==> src/rtl/mmio_uart_tx.sv <==
// Memory-mapped 8N1 UART transmitter that snoops the memory-stage store bus.
// Byte stores to TX_ADDR are queued in a small FIFO and shifted out on txd.
module mmio_uart_tx #(
   parameter int unsigned BAUD_DIV   = 16,
   parameter int unsigned FIFO_DEPTH = 4,
   parameter logic [31:0] TX_ADDR    = 32'h0000_0400,
   parameter logic [31:0] CTRL_ADDR  = 32'h0000_0404
) (
   input  logic                         clk,
   input  logic                         rst_n,
   input  logic                         MemWriteM,
   input  logic [31:0]                  ALUResultM,
   input  logic [31:0]                  WriteDataM,
   output logic                         txd,
   output logic                         tx_busy,
   output logic                         fifo_full,
   output logic [$clog2(FIFO_DEPTH):0]  fifo_count,
   output logic                         overflow
);

   // state | meaning
   // IDLE  | line high, waiting for a queued byte
   // START | start bit (txd low) for BAUD_DIV cycles
   // DATA  | eight data bits, LSB first, BAUD_DIV cycles each
   // STOP  | stop bit (txd high); chains into START if bytes remain

   localparam int unsigned AW = $clog2(FIFO_DEPTH);
   localparam int unsigned CW = AW + 1;
   localparam int unsigned BW = (BAUD_DIV > 1) ? $clog2(BAUD_DIV) : 1;
   localparam logic [BW-1:0] BAUD_LAST = BW'(BAUD_DIV - 1);
   localparam logic [CW-1:0] DEPTH_C   = CW'(FIFO_DEPTH);

   typedef enum logic [1:0] {IDLE, START, DATA, STOP} state_t;

   state_t          state;
   logic [BW-1:0]   baud_cnt;
   logic [2:0]      bit_idx;
   logic [7:0]      shift;

   logic [7:0]      mem [FIFO_DEPTH];
   logic [AW-1:0]   wr_ptr;
   logic [AW-1:0]   rd_ptr;
   logic [CW-1:0]   count;

   logic            push_req;
   logic            ctrl_clr;
   logic            baud_last;
   logic            pop;
   logic            push_ok;
   logic            drop;
   logic [7:0]      head;

   // Only the low byte of a store is transmitted; the rest of the word is ignored.
   logic            unused_wdata;
   assign unused_wdata = ^WriteDataM[31:8];

   assign push_req  = MemWriteM && (ALUResultM == TX_ADDR);
   assign ctrl_clr  = MemWriteM && (ALUResultM == CTRL_ADDR) && WriteDataM[0];
   assign baud_last = (baud_cnt == BAUD_LAST);
   assign head      = mem[rd_ptr];

   assign fifo_full  = (count == DEPTH_C);
   assign fifo_count = count;
   assign tx_busy    = (state != IDLE);

   // A full FIFO still accepts a push when the FSM pops on the same edge.
   assign pop     = (count != '0) && ((state == IDLE) || ((state == STOP) && baud_last));
   assign push_ok = push_req && (!fifo_full || pop);
   assign drop    = push_req && fifo_full && !pop;

   always_ff @(posedge clk) begin
      if (push_ok) begin
         mem[wr_ptr] <= WriteDataM[7:0];
      end
   end

   always_ff @(posedge clk or negedge rst_n) begin
      if (!rst_n) begin
         wr_ptr <= '0;
         rd_ptr <= '0;
         count  <= '0;
      end else begin
         if (push_ok) begin
            wr_ptr <= wr_ptr + AW'(1);
         end
         if (pop) begin
            rd_ptr <= rd_ptr + AW'(1);
         end
         case ({push_ok, pop})
            2'b10:   count <= count + CW'(1);
            2'b01:   count <= count - CW'(1);
            default: count <= count;
         endcase
      end
   end

   always_ff @(posedge clk or negedge rst_n) begin
      if (!rst_n) begin
         overflow <= 1'b0;
      end else if (drop) begin
         overflow <= 1'b1;
      end else if (ctrl_clr) begin
         overflow <= 1'b0;
      end
   end

   always_ff @(posedge clk or negedge rst_n) begin
      if (!rst_n) begin
         state    <= IDLE;
         txd      <= 1'b1;
         baud_cnt <= '0;
         bit_idx  <= '0;
         shift    <= '0;
      end else begin
         case (state)
            IDLE: begin
               txd      <= 1'b1;
               baud_cnt <= '0;
               if (pop) begin
                  shift <= head;
                  txd   <= 1'b0;
                  state <= START;
               end
            end
            START: begin
               if (baud_last) begin
                  baud_cnt <= '0;
                  bit_idx  <= '0;
                  txd      <= shift[0];
                  state    <= DATA;
               end else begin
                  baud_cnt <= baud_cnt + BW'(1);
               end
            end
            DATA: begin
               if (baud_last) begin
                  baud_cnt <= '0;
                  if (bit_idx == 3'd7) begin
                     txd   <= 1'b1;
                     state <= STOP;
                  end else begin
                     bit_idx <= bit_idx + 3'd1;
                     shift   <= {1'b0, shift[7:1]};
                     txd     <= shift[1];
                  end
               end else begin
                  baud_cnt <= baud_cnt + BW'(1);
               end
            end
            STOP: begin
               if (baud_last) begin
                  baud_cnt <= '0;
                  if (pop) begin
                     shift <= head;
                     txd   <= 1'b0;
                     state <= START;
                  end else begin
                     state <= IDLE;
                  end
               end else begin
                  baud_cnt <= baud_cnt + BW'(1);
               end
            end
            default: begin
               state <= IDLE;
               txd   <= 1'b1;
            end
         endcase
      end
   end

endmodule
==> config.mk <==
export PLATFORM = sky130hd
export DESIGN_NAME = mmio_uart_tx
export DESIGN_NICKNAME = d
export VERILOG_FILES = /design/src/rtl/mmio_uart_tx.sv
export SDC_FILE = /design/constraint.sdc
export NUM_CORES = 1
export LEC_CHECK = 0
export ABC_AREA = 1
export CAP_MARGIN = 20
export CORE_MARGIN = 2
export CORE_UTILIZATION = 45
export CTS_BUF_LIST = sky130_fd_sc_hd__clkbuf_8
export CTS_CLUSTER_DIAMETER = 100
export CTS_CLUSTER_SIZE = 28
export DETAILED_ROUTE_END_ITERATION = 8
export PLACE_DENSITY = 0.8
export SETUP_SLACK_MARGIN = 0.02
export SYNTH_ARGS = -nofsm -noshare
export SYNTH_HDL_FRONTEND = slang
export SYNTH_SLANG_ARGS = --single-unit
==> constraint.sdc <==
create_clock -name clk -period 2.1 [get_ports clk]
set_input_delay 0.42 -clock clk [delete_from_list [all_inputs] [get_ports clk]]
set_output_delay 0.42 -clock clk [all_outputs]
set_load 0.02 [all_outputs]
==> reports/qor.csv, run 1 <==
stage,metric,value,unit
status,outcome,finished clean,
synthesis,synth_common_cells,"nand2_1, nor2_1, edfxtp_1, dfrtp_1, inv_1",
worst_setup_path,crit_family,simple AND/OR/NAND/NOR gates,
clocking,clk_pin_slew_worst_paths,0.07,ns
detailed_routing,route.detailed.drc,0,
placement,dp_hpwl,4260,µm
global_route,grt-ovfl-total,0,
synthesis,yosys.cell_count.top_type,nand2_1,
pwr,powerDensity,674,nW/µm²
global_route,grt_pass1_wl,10100,µm
synthesis,avgSynthCellArea,9.41,µm²
global_route,grt_use_total,17.6,%
detailed_routing,antenna_left,0,
sta,setup_tns,0,ns
clocking,hold_buffers,0,
global_route,antenna_found_initial,0,
global_route,grt_max_degree,27,
synthesis,synth_edf_count,32,
placement,port_buffers,49,
floorplan,initial_core_util,46.4,%
synthesis,async_reset_ff_share,44.8,%
synthesis,synth_ff_type,edfxtp_1,
synthesis,ys_warn_count,0,
layout,n_antenna_cell,0,
detailed_routing,num_vias,2367,
clocking,root_buffer,clkbuf_8,
worst_setup_path,crit_top_cell,buf_4,
layout,fin_nets,470,
layout,fillers,495,
floorplan,io_pins,74,
sta,setup_viol,0,
sta,fin_crit,1.96,ns
worst_setup_path,crit_chain,clkdlybuf4s50_1 > nor2_2 > nand2_1 > nor2_1 > nand2_1 > nor2_2 > buf_4 > buf_4 > nand3_2 > nor2_1 > buf_4,
worst_setup_path,path_class,in -> reg,
clocking,numCtsBuffers,9,
placement,place_congestion,0.823,
clocking,cts_buffer_depth,2,
worst_setup_path,cpPeakStageDelay,0.42,ns
worst_setup_path,cp.arrival,2.01,ns
sta,slew_headroom,65.3,%
synthesis,syn_nets,394,
worst_setup_path,slowest_stage,clkdlybuf4s50_1,
floorplan,dieArea,7210,µm²
synthesis,synth-seq-cells,58,
run,drv_cap,0,
sta,timing.final.crit_share,93.4,%
synthesis,syn_inst,313,
detailed_routing,via_per_inst,5.03,
pwr,vdd.ir_drop.worst,0.000480,V
global_route,grt_pass1_vias,2320,
detailed_routing,drt_pre_antenna_iters,4,
clocking,cts.htree.levels,3,
clocking,cts_num_sinks,58,
sta,max_freq,0.510,GHz
worst_setup_path,worstSetupStartpointType,input port,
floorplan,num_rows,29,
clocking,cts_tree,yes,
floorplan,die_w,84.9,µm
worst_setup_path,crit_path_end_kind,flop,
clocking,clk_latency,0.33,ns
worst_setup_path,cp_max_fo,7,
worst_setup_path,reg2reg_depth,16,
sta,finalClockSkew,0.00711,ns
synthesis,yosys-top-cells-area,"edfxtp_1, dfrtp_1, nand2_1, nor2_1, ha_1",
detailed_routing,drt_iter0_markers,104,
worst_setup_path,rrSetupSlack,0.22,ns
layout,regArea,1610,µm²
floorplan,coreArea,6350,µm²
detailed_routing,wl_per_cell,12.9,µm
pwr,power.leakage,1.80,nW
worst_setup_path,required,2.15,ns
min_path,hold_path_class,in -> async,
synthesis,synth_top_area_share,32.6,%
synthesis,synth_area,2950,µm²
layout,multi_input_area,1200,µm²
detailed_routing,routed_wl,6080,µm
sta,maxSlewViolCount,0,
layout,syn_to_final_growth,35.4,%
layout,drive_gt1_share,17.3,%
sta,tightest_slew,0.521,ns
sta,hold_violations,0,
synthesis,yosysUniqueCellTypes,35,
synthesis,yosysSeqAreaShare,54.8,%
worst_setup_path,timing.rr.end,fifo_count[2],
worst_setup_path,worst-path-buf-inv,4,
floorplan,chipHeight,84.9,µm
synthesis,yosys.area.top_type,edfxtp_1,
pwr,total_power,0.00269,W
worst_setup_path,r2r-start,baud_cnt[0],
[per-stage QoR]
step	hold slack [ns]	util (%)	instances	worst slack [ns]	area, µm²
final	0.460	62.8	471	0.138	3990
after global routing	0.481	62.8	471	-0.0193	3990
after CTS	0.458	61.4	467	0.0274	3900
after detailed placement	0.449	57.2	451	-0.262	3630
after global placement	0.447	57.2	451	-0.215	3630
after floorplan	0.124	-	313	0.0869	2950
[final cells by class]
type	count	share of cell area [%]
Sequential cell	58	40.5
Multi-Input combinational cell	219	30.1
Timing Repair Buffer	72	17.5
Clock inverter	7	3.55
Clock buffer	9	3.11
Inverter	29	2.82
Tap cell	77	2.42
[where the power goes]
part,switching (W),internal (W),total (W)
logic,0.0000482,0.0000831,0.000131
registers,0.0000000000148,0.00120,0.00120
clock network,0.000444,0.000908,0.00135
[logic make-up (layout without fill, tap and decap cells)]
logic type / after synthesis / after routing / share of synthesized area, %
AND/OR/NAND/NOR: 150 / 150 / 21.3
flip-flops: 58 / 58 / 54.8
AO/OA/AOI/OAI: 51 / 51 / 11.3
buffers and inverters: 36 / 117 / 5.22
adder cells (fa/ha/maj): 14 / 14 / 6.20
XOR/XNOR: 4 / 4 / 1.19
[flip-flops by register name, summed over array words and instances (netlist names)]
name / count
mem: 32
shift: 8
baud_cnt: 4
bit_idx: 3
fifo_count: 3
rd_ptr: 2
state: 2
wr_ptr: 2
overflow: 1
txd: 1
[worst max-delay path by stage]
| stage | from | endpoint | slack [ns] | cells after the start |
|---|---|---|---|---|
| 3_5_place_dp | ALUResultM[20] | fifo_count[2] | -0.26 | 16 |
| 6_report | ALUResultM[23] | mem[0][0] | 0.14 | 11 |
| 5_1_grt | ALUResultM[14] | fifo_count[2] | -0.02 | 16 |
| 3_3_place_gp | ALUResultM[20] | fifo_count[2] | -0.22 | 16 |
| 4_1_cts | state[0] | fifo_count[2] | 0.03 | 15 |
| 2_1_floorplan | state[0] | fifo_count[2] | 0.09 | 15 |
[layer usage]
metal	GRT usage [%]	up-vias	wire length, µm
li1	-	1192	-
met3	5.25	12	347
met2	29.2	80	2980
met4	6.93	0	114
met5	0	-	0
met1	21.6	1083	2630
[cell usage in the layout (no fill, tap or decap), types with 2 or more instances in the layout]
cell | synthesis | routed
clkbuf_8 | 0 | 9
o21ai_4 | 2 | 2
inv_1 | 25 | 21
a21oi_1 | 11 | 11
nand2_4 | 2 | 2
nor3_2 | 2 | 2
clkinv_4 | 0 | 2
nand2_2 | 1 | 2
nor2_1 | 51 | 44
nor2_2 | 1 | 8
buf_4 | 3 | 23
inv_2 | 2 | 6
nand2_1 | 85 | 84
dfrtp_1 | 25 | 24
dlymetal6s2s_1 | 0 | 15
dlygate4sd2_1 | 0 | 2
nand3_1 | 5 | 5
bufinv_16 | 0 | 4
ha_1 | 13 | 13
edfxtp_1 | 32 | 32
a32o_1 | 8 | 8
xor2_1 | 4 | 4
o21ai_0 | 23 | 23
clkdlybuf4s50_1 | 0 | 32
[worst register-to-register path, stage by stage (launching register included)]
cell,delay (ns)
dfrtp_1,0.39
ha_1,0.21
nand2_1,0.08
inv_2,0.05
nand2_4,0.08
o21ai_4,0.07
nand2_4,0.08
inv_4,0.05
nand2_2,0.07
inv_2,0.04
fa_2,0.36
inv_2,0.06
nand2_2,0.04
nand2_1,0.05
nand2_1,0.04
nand2_1,0.06
inv_1,0.03
[timing repair]
item                                    4_1_cts  5_1_grt
endpoints found under the setup margin        2        3
buffers inserted                              0        4
pin swaps                                     0       24
gates resized for setup                       2       29
(Power assumes the default switching activity.)
==> run 2, diff against run 1 <==
--- a/config.mk
+++ b/config.mk
@@ -7,13 +7,15 @@
 export LEC_CHECK = 0
 export ABC_AREA = 1
 export CAP_MARGIN = 20
-export CORE_MARGIN = 2
-export CORE_UTILIZATION = 45
+export CELL_PAD_IN_SITES_DETAIL_PLACEMENT = 1
+export CELL_PAD_IN_SITES_GLOBAL_PLACEMENT = 1
+export CORE_MARGIN = 10
+export CORE_UTILIZATION = 38
 export CTS_BUF_LIST = sky130_fd_sc_hd__clkbuf_8
 export CTS_CLUSTER_DIAMETER = 100
 export CTS_CLUSTER_SIZE = 28
 export DETAILED_ROUTE_END_ITERATION = 8
-export PLACE_DENSITY = 0.8
+export PLACE_DENSITY = 0.88
 export SETUP_SLACK_MARGIN = 0.02
 export SYNTH_ARGS = -nofsm -noshare
 export SYNTH_HDL_FRONTEND = slang
==> run 2 against run 1 <==
The run now ends with setup timing left. Wire length is 47% higher. Final area is 1.9% higher. Clock-buffer cell count is 1 higher. Flip-flop and latch count stayed put. Combinational power is 11% higher. Non-clock buffer count is 4 higher. Sequential power hardly changed. Final cell count is 6.4% higher. Clock power is 5% lower. Critical path depth is 5 higher. Sequential share of layout area is 0.75 points lower.
==> reports/qor.csv, run 2 (synthesis gave the netlist of run 1 again) <==
stage,metric,value,unit,change
status,outcome,finished with violations,,
status,violations,setup timing,,
layout,final_util,53.1,%,-9.7 points
layout,drive_gt1_share,19.1,%,+1.8 points
worst_setup_path,r2r-start,state[0],,
global_route,gr-usage-met3,3.51,%,-1.7 points
layout,final_common_cell,nand2_1,,
worst_setup_path,critPathLaunch,ALUResultM[31],,
clocking,clk_pin_slew_worst_paths,0.07,ns,about the same
worst_setup_path,cp_max_fo,2,,-5
sta,tightest_slew,0.551,ns,+0.0297 ns
layout,final_cell_mix,"nand2_1, nor2_1, edfxtp_1",,
sta,hold_violations,0,,unchanged
floorplan,dieArea,11700,µm²,+62%
pwr,total_power,0.00262,W,-2.3%
clocking,numCtsBuffers,9,,unchanged
min_path,hold_path_class,in -> async,,
pwr,power.leakage,1.89,nW,+5.0%
detailed_routing,via_per_inst,5.04,,+0.25%
worst_setup_path,crit_top_cell,nand2_1,,
sta,setup_viol,1,,+1
sta,max_freq,0.465,GHz,-8.8%
global_route,use_met1,16.0,%,-5.6 points
layout,largest_register_ffs,32,,unchanged
global_route,grt_use_total,14.6,%,-2.9 points
global_route,grt-ovfl-total,0,,unchanged
worst_setup_path,path_class,in -> reg,,
floorplan,initial_core_util,38.5,%,-7.9 points
detailed_routing,drt_iter0_markers,140,,+35%
detailed_routing,routed_wl,8930,µm,+47%
detailed_routing,wl_per_cell,17.8,µm,+38%
worst_setup_path,critPathCapture,fifo_count[2],,
detailed_routing,drt_pre_antenna_iters,7,,+3
sta,timing.final.crit_share,102,%,+9.0 points
clocking,root_buffer,clkbuf_8,,
global_route,grt_pass1_wl,13400,µm,+33%
layout,top_regs,"mem (32), shift (8), baud_cnt (4)",,
sta,fin_crit,2.15,ns,+0.189 ns
global_route,top_usage_layer,met2,,
sta,setup_ws,-0.0515,ns,-0.189 ns
floorplan,io_pins,74,,unchanged
placement,place_congestion,0.745,,-9.4%
placement,port_buffers,49,,unchanged
layout,largest-register,mem,,
run,drv_cap,0,,unchanged
detailed_routing,route.detailed.drc,0,,unchanged
detailed_routing,antenna_left,0,,unchanged
floorplan,num_rows,32,,+10%
floorplan,coreArea,7650,µm²,+20%
placement,dp_hpwl,5930,µm,+39%
worst_setup_path,reg2reg_depth,15,,-1
sta,slew_headroom,63.3,%,-2.0 points
sta,finalClockSkew,0.00493,ns,-0.00218 ns
global_route,grt_max_degree,27,,unchanged
worst_setup_path,timing.rr.end,fifo_count[2],,
global_route,grt_use_met2,25.6,%,-3.6 points
clocking,cts_num_sinks,58,,unchanged
layout,syn_to_final_growth,37.9,%,
worst_setup_path,rrSetupSlack,0.06,ns,-0.16 ns
layout,fillers,858,,+73%
global_route,grt_pass1_vias,2803,,+21%
worst_setup_path,cpPeakStageDelay,0.42,ns,about the same
detailed_routing,num_vias,2524,,+6.6%
clocking,clk_latency,0.34,ns,about the same
layout,fin_nets,474,,+0.85%
worst_setup_path,crit_path_end_kind,flop,,
worst_setup_path,required,2.33,ns,+0.18 ns
floorplan,chipHeight,108,µm,+27%
pwr,powerDensity,646,nW/µm²,-4.1%
pwr,vdd.ir_drop.worst,0.000324,V,-33%
worst_setup_path,worstSetupStartpointType,input port,,
clocking,cts_tree,yes,,
worst_setup_path,slowest_stage,clkdlybuf4s50_1,,
clocking,cts.htree.levels,3,,unchanged
floorplan,die_w,108,µm,+27%
global_route,antenna_found_initial,1,,+1
sta,maxSlewViolCount,0,,unchanged
worst_setup_path,cp.arrival,2.38,ns,+0.37 ns
clocking,cts_buffer_depth,2,,unchanged
worst_setup_path,crit_chain,clkdlybuf4s50_1 > nor2_2 > nand2_1 > nor2_1 > nand2_1 > nor2_2 > nand2_1 > nand2_2 > inv_2 > fa_2 > inv_2 > nand2_2 > nand2_1 > nand2_1 > nand2_1 > inv_1,,
## run 2: cell types whose count changed in the layout (fill, tap and decap cells not counted), sizes merged
cell	before	now
buf	23	27
bufinv	4	3
clkbuf	9	10
clkdlybuf4s50	32	23
clkinv	4	2
clkinvlp	0	1
diode	0	1
dlymetal6s2s	15	24
inv	28	29
## run 2: report_power, final
part | internal (W) | switching, W | total [W]
registers | 0.00120 | 0.0000000000208 | 0.00120
logic | 0.0000872 | 0.0000591 | 0.000146
clock network | 0.000814 | 0.000462 | 0.00128
## run 2: cell type report
class / instances / area [µm²] / share of cell area, %
Timing Repair Buffer: 76 / 751 / 18.5
Clock buffer: 10 / 138 / 3.39
Multi-Input combinational cell: 219 / 1210 / 29.8
Inverter: 29 / 113 / 2.77
Clock inverter: 6 / 106 / 2.62
Antenna cell: 1 / 2.50 / 0.0616
Tap cell: 102 / 128 / 3.14
Sequential cell: 58 / 1610 / 39.7
## run 2: metal layers
layer	vias up	wire length [µm]
met5	-	0
met4	0	225
met3	17	443
met2	67	4640
met1	1243	3620
li1	1197	-
## run 2: what timing repair did
| action | CTS | global route |
|---|---|---|
| gates resized for setup | 3 | 41 |
| endpoints found under the setup margin | 3 | 25 |
| pin swaps | 0 | 28 |
| hold buffers | 0 | 0 |
| cloned | 0 | 0 |
| setup buffers | 0 | 5 |
## run 2: worst min-delay path by stage
stage	start	end	slack [ns]	cells past startpoint
after global placement	baud_cnt[0]	baud_cnt[0]	0.44	1
after floorplan	rst_n	baud_cnt[0]	0.12	0
after global routing	baud_cnt[0]	baud_cnt[0]	0.49	1
after detailed placement	baud_cnt[0]	baud_cnt[0]	0.45	1
final	rst_n	shift[3]	0.46	2
after CTS	baud_cnt[0]	baud_cnt[0]	0.46	1
## run 2: critical path: cells and delay by family
kind	cells	cell delay, ns
simple gates	11	1.01
fa+ha+maj	1	0.37
buf+inv	4	0.59
## run 2: through the flow
| step | TNS [ns] | area [µm²] | std cells | hold WS, ns | setup slack (ns) |
|---|---|---|---|---|---|
| detailed placement | -6.18 | 3690 | 479 | 0.455 | -0.347 |
| floorplan | 0 | 2950 | 313 | 0.124 | 0.0869 |
| finish | -0.0515 | 4060 | 501 | 0.463 | -0.0515 |
| global route | -0.669 | 4060 | 501 | 0.490 | -0.234 |
| CTS | 0 | 3930 | 495 | 0.463 | 0.0236 |
| global placement | -3.31 | 3690 | 479 | 0.442 | -0.219 |
==> run 3, diff against run 2 <==
--- a/config.mk
+++ b/config.mk
@@ -6,14 +6,12 @@
 export NUM_CORES = 1
 export LEC_CHECK = 0
 export ABC_AREA = 1
-export CAP_MARGIN = 20
 export CELL_PAD_IN_SITES_DETAIL_PLACEMENT = 1
 export CELL_PAD_IN_SITES_GLOBAL_PLACEMENT = 1
 export CORE_MARGIN = 10
 export CORE_UTILIZATION = 38
 export CTS_BUF_LIST = sky130_fd_sc_hd__clkbuf_8
 export CTS_CLUSTER_DIAMETER = 100
-export CTS_CLUSTER_SIZE = 28
 export DETAILED_ROUTE_END_ITERATION = 8
 export PLACE_DENSITY = 0.88
 export SETUP_SLACK_MARGIN = 0.02
==> results of run 3 <==
The final DEF is identical to that of run 2; final timing and power are the same.
